$ cat config.mk
export PLATFORM = sky130hd
export DESIGN_NAME = pipe_hazard_ctrl
export DESIGN_NICKNAME = d
export VERILOG_FILES = /design/src/rtl/pipe_hazard_ctrl.sv
export SDC_FILE = /design/constraint.sdc
export NUM_CORES = 1
export LEC_CHECK = 0
export CORE_UTILIZATION = 40
export CTS_BUF_LIST = sky130_fd_sc_hd__clkbuf_8
export CTS_CLUSTER_DIAMETER = 80
export DETAILED_ROUTE_END_ITERATION = 12
export GPL_ROUTABILITY_DRIVEN = 1
export PLACE_DENSITY = 0.95
export SLEW_MARGIN = 40
export SYNTH_ARGS = -nofsm -noshare
export SYNTH_HDL_FRONTEND = slang
export SYNTH_SLANG_ARGS = --single-unit
export TNS_END_PERCENT = 5
$ cat constraint.sdc
create_clock -name clk -period 3.95 [get_ports clk]
set_input_delay 0.79 -clock clk [delete_from_list [all_inputs] [get_ports clk]]
set_output_delay 0.79 -clock clk [all_outputs]
set_load 0.02 [all_outputs]
$ cat src/rtl/pipe_hazard_ctrl.sv
// Hazard/stall/squash control for the 5-stage pipeline, including the EX
// multi-cycle sequencer. Control codes: 00 load, 01 squash, 10 stall.
module pipe_hazard_ctrl #(
  parameter int REGW = 5,
  parameter int CNTW = 4
) (
  input  logic            clk,
  input  logic            rst,
  input  logic [REGW-1:0] id_rs,
  input  logic [REGW-1:0] id_rt,
  input  logic            id_use_rs,
  input  logic            id_use_rt,
  input  logic            ex_is_load,
  input  logic [REGW-1:0] ex_rd,
  input  logic            ex_branch_taken,
  input  logic            ex_long_start,
  input  logic [CNTW-1:0] ex_long_cycles,
  input  logic            mem_req,
  input  logic            mem_ready,
  output logic [1:0]      pc_ctr,
  output logic [1:0]      ifid_ctr,
  output logic [1:0]      idex_ctr,
  output logic [1:0]      exmem_ctr,
  output logic [1:0]      memwb_ctr,
  output logic            long_busy
);

  localparam logic [0:0] S_IDLE = 1'b0;
  localparam logic [0:0] S_BUSY = 1'b1;

  localparam logic [1:0] C_LOAD   = 2'b00;
  localparam logic [1:0] C_SQUASH = 2'b01;
  localparam logic [1:0] C_STALL  = 2'b10;

  logic [0:0]      r_state;
  logic [CNTW-1:0] r_cnt;

  logic w_mem_stall;
  logic w_load_use;
  logic w_long_go;
  logic w_long_stall;

  assign w_mem_stall = mem_req & ~mem_ready;

  assign w_load_use = ex_is_load & (ex_rd != '0) &
                      ((id_use_rs & (id_rs == ex_rd)) | (id_use_rt & (id_rt == ex_rd)));

  // Ops of 0 or 1 cycles never need the sequencer.
  assign w_long_go = ex_long_start & (ex_long_cycles >= CNTW'(2));

  assign w_long_stall = ((r_state == S_IDLE) & w_long_go) |
                        ((r_state == S_BUSY) & (r_cnt != '0));

  always_comb begin
    pc_ctr    = C_LOAD;
    ifid_ctr  = C_LOAD;
    idex_ctr  = C_LOAD;
    exmem_ctr = C_LOAD;
    memwb_ctr = C_LOAD;
    if (rst) begin
      pc_ctr = C_LOAD;
    end else if (w_mem_stall) begin
      pc_ctr    = C_STALL;
      ifid_ctr  = C_STALL;
      idex_ctr  = C_STALL;
      exmem_ctr = C_STALL;
      memwb_ctr = C_SQUASH;
    end else if (w_long_stall) begin
      pc_ctr    = C_STALL;
      ifid_ctr  = C_STALL;
      idex_ctr  = C_STALL;
      exmem_ctr = C_SQUASH;
    end else if (ex_branch_taken) begin
      ifid_ctr  = C_SQUASH;
      idex_ctr  = C_SQUASH;
    end else if (w_load_use) begin
      pc_ctr    = C_STALL;
      ifid_ctr  = C_STALL;
      idex_ctr  = C_SQUASH;
    end
  end

  assign long_busy = ~rst & (r_state == S_BUSY);

  // cnt holds the stall cycles still owed after the current one.
  always_ff @(posedge clk) begin
    if (rst) begin
      r_state <= S_IDLE;
      r_cnt   <= '0;
    end else begin
      case (r_state)
        S_IDLE: begin
          if (w_long_go && !w_mem_stall) begin
            r_state <= S_BUSY;
            r_cnt   <= ex_long_cycles - CNTW'(2);
          end
        end
        S_BUSY: begin
          if (!w_mem_stall) begin
            if (r_cnt != '0) begin
              r_cnt <= r_cnt - CNTW'(1);
            end else begin
              r_state <= S_IDLE;
            end
          end
        end
        default: begin
          r_state <= S_IDLE;
          r_cnt   <= '0;
        end
      endcase
    end
  end

endmodule
==> impl_metrics.yaml <==
setup_path:
  cp_data_required_time_ns: 3.16
  slowest_delay_ns: 0.61
  arrival_ns: 3.02
  worstSetupPathType: "in2out"
  end_kind: "output pin"
  crit_chain: "clkdlybuf4s50_1, nor3_1, o2bb2ai_2, or4_1, o22ai_2, clkdlybuf4s50_1"
  cp_max_fo: 6
  crit_path_frequent_cell: "clkdlybuf4s50_1"
  worst_setup_path_start_kind: "input pin"
  cp_slowest_cell: "clkdlybuf4s50_1"
pwr:
  leakagePower_uw: 0.000392
  swShare_pct: 32.1
  power_frac_seq_pct: 22.4
  power.density_nw_per_um2: 276
  power.share.clock_pct: 35.1
  p_sw_uw: 88.9
  p_total_uw: 277
  ir_worst_vdd_uv: 210
  combinationalPowerShare_pct: 42.6
  p_int_uw: 188
yosys:
  ys_ff_latch: 5
  yosysSeqAreaShare_pct: 16.6
  ys_warn_count: 0
  ys_types: 32
  syn_inst: 80
  syn_area_sq_um: 604
  syn_avg_cell_area_sq_um: 7.55
clock_network:
  max-clock-path-buffers: 2
  ctsHoldBuffers: 0
  cts_tree: "yes"
  cts_sinks: 5
  path_clk_slew_ns: 0.04
  post_cts.repair.setup_buffers: 0
  h-tree-depth: 1
  cts_resized: 0
  cts_buffers: 3
  cts_root_buffer: "clkbuf_8"
  clock_latency_ns: 0.23
placed_design:
  place_congestion: 0.932
  io_buffers: 36
  placedCellCount: 127
  dpl_worst_slack_ns: 0.158
  dp_hpwl_microns: 1470
sta:
  drv_slew: 0
  fin_skew_ns: 0.00528
  max_freq_mhz: 263
  rsz0062_at_grt: "false"
  timing.setup.tns_ns: 0
  final-hold-violation-count: 0
  period_minus_slack_ns: 3.81
  setup_slack_ns: 0.141
  setup_viol: 0
  fin_crit_sh_pct: 96.4
drt:
  wirelength_microns: 1820
  wl_per_cell_microns: 13.9
  drt_first_pass_iters: 4
  vias: 708
  viasPerCell: 5.40
  drtAntennaViolNets: 0
  drc: 0
  drtIter0Drc: 15
finish:
  area_growth_pct: 66.0
  final.fill_count: 91
  n_antenna_cell: 0
  fin_cells: 131
  nNetsFinal: 148
  layout-drive-gt1-share_pct: 8.62
  finalCoreUtilization_pct: 74.3
die:
  io_pins: 39
  rows: 13
  dieWidth_microns: 40.9
  die_h_microns: 40.9
  dieArea_sq_um: 1670
  core_sq_um: 1350
  start_util_pct: 44.8
global_route:
  grt_pass1_wl_microns: 2680
  first_global_vias: 639
  grt_use_total_pct: 24.7
  overflow: 0
  antenna_found_initial: 0
  grt_max_degree: 12
flow_run:
  cap_violations: 0
outcome:
  outcome: "finished, final reports clean"
min_path:
  hp-class: "reg2reg"
==> synth_stat cells <==
| cell | number | area (sq um) |
|---|---|---|
| a21oi_1 | 6 | 30.0 |
| xor2_1 | 9 | 78.8 |
| o2111ai_1 | 2 | 17.5 |
| or4_1 | 2 | 15.0 |
| o21bai_1 | 1 | 7.51 |
| buf_4 | 5 | 37.5 |
| ha_1 | 3 | 37.5 |
| nor2_1 | 3 | 11.3 |
| o22ai_2 | 1 | 12.5 |
| and2b_1 | 1 | 7.51 |
| inv_1 | 6 | 22.5 |
| and2_0 | 1 | 6.26 |
| nor2b_1 | 1 | 6.26 |
| conb_1 | 1 | 3.75 |
| o2bb2ai_2 | 1 | 15.0 |
| or3_1 | 3 | 18.8 |
| a32oi_1 | 1 | 8.76 |
| o21ai_0 | 8 | 40.0 |
| a21o_1 | 1 | 7.51 |
| or3b_4 | 1 | 11.3 |
| nand2_1 | 2 | 7.51 |
| clkbuf_1 | 2 | 7.51 |
| nand3_1 | 2 | 10.0 |
| xnor2_1 | 2 | 17.5 |
| a22o_1 | 1 | 8.76 |
| dfxtp_1 | 5 | 100 |
| nand2b_1 | 1 | 6.26 |
| nor4_1 | 2 | 12.5 |
| or2b_2 | 1 | 8.76 |
| o22ai_1 | 1 | 6.26 |
| a2bb2oi_1 | 1 | 8.76 |
| nor3_1 | 3 | 15.0 |
==> power by group through the flow <==
stage          Combinational (uW)  Sequential, uW  Clock (uW)
3_5_place_dp                  115            62.3           0
6_report                      118            62.0        97.2
2_1_floorplan                66.9            59.1           0
3_3_place_gp                  112            61.8           0
5_1_grt                       127            62.8         104
4_1_cts                       117            61.6        98.6
==> flip-flops by register name (all words and copies together), names as in the netlist <==
register and count:
r_state 1, r_cnt 4
==> metrics by stage <==
stage | area, sq um | hold WS (ns)
2_1_floorplan | 608 | 0.464
3_3_place_gp | 957 | 0.476
3_5_place_dp | 957 | 0.488
4_1_cts | 1000 | 0.496
5_1_grt | 1000 | 0.529
6_report | 1000 | 0.502
==> routing by layer <==
| metal | routed length [microns] | GRT usage, % | part of all wire, % |
|---|---|---|---|
| met1 | 781 | 29.6 | 43 |
| met4 | 33 | 5.00 | 1.8 |
| met5 | 0 | 0 | 0 |
| met2 | 896 | 41.4 | 49 |
| met3 | 106 | 9.24 | 5.8 |
==> final timing paths <==
| kind | start | to | slack, ns | depth (start not counted) |
|---|---|---|---|---|
| max | ex_long_cycles[2] | idex_ctr[0] | 0.14 | 6 |
| min | r_cnt[3]$_SDFFE_PP0P_ | r_cnt[3]$_SDFFE_PP0P_ | 0.50 | 2 |
| max reg2reg | r_cnt[0]$_SDFFE_PP0P_ | r_cnt[0]$_SDFFE_PP0P_ | 2.29 | 7 |
| min reg2reg | r_cnt[3]$_SDFFE_PP0P_ | r_cnt[3]$_SDFFE_PP0P_ | 0.50 | 2 |
==> placed cells by master, fill, tap and decap left out, drive strengths merged <==
| master | count |
|---|---|
| a21o | 1 |
| a21oi | 6 |
| a22o | 1 |
| a2bb2oi | 1 |
| a32oi | 1 |
| and2 | 1 |
| and2b | 1 |
| buf | 2 |
| clkbuf | 3 |
| clkdlybuf4s50 | 36 |
| clkinv | 1 |
| conb | 2 |
| dfxtp | 5 |
| ha | 3 |
| inv | 6 |
| nand2 | 2 |
| nand2b | 1 |
| nand3 | 2 |
| nor2 | 3 |
| nor2b | 1 |
| nor3 | 3 |
| nor4 | 2 |
| o2111ai | 2 |
| o21ai | 8 |
| o21bai | 1 |
| o22ai | 2 |
| o2bb2ai | 1 |
| or2b | 1 |
| or3 | 3 |
| or3b | 1 |
| or4 | 2 |
| xnor2 | 2 |
| xor2 | 9 |
==> kinds of logic after synthesis <==
group	synth area share, %
other cells	0.621
flops	16.6
simple gates	22.6
compound gates	26.9
xor+xnor	15.9
fa+ha+maj	6.21
buf+inv	11.2
==> critical path, delay by kind of cell <==
| family | cells | cell delay, ns |
|---|---|---|
| compound gates | 2 | 0.25 |
| simple gates | 2 | 0.94 |
| buf+inv | 2 | 1.03 |
==> final cells by class <==
type | count | area [sq um] | share of cell area [%]
Clock buffer | 3 | 41.3 | 4.11
Clock inverter | 1 | 5.00 | 0.499
Inverter | 6 | 22.5 | 2.24
Multi-Input combinational cell | 63 | 440 | 43.9
Sequential cell | 5 | 100 | 9.98
Tap cell | 15 | 18.8 | 1.87
Timing Repair Buffer | 38 | 375 | 37.4
Power figures use the tool's default switching activity.
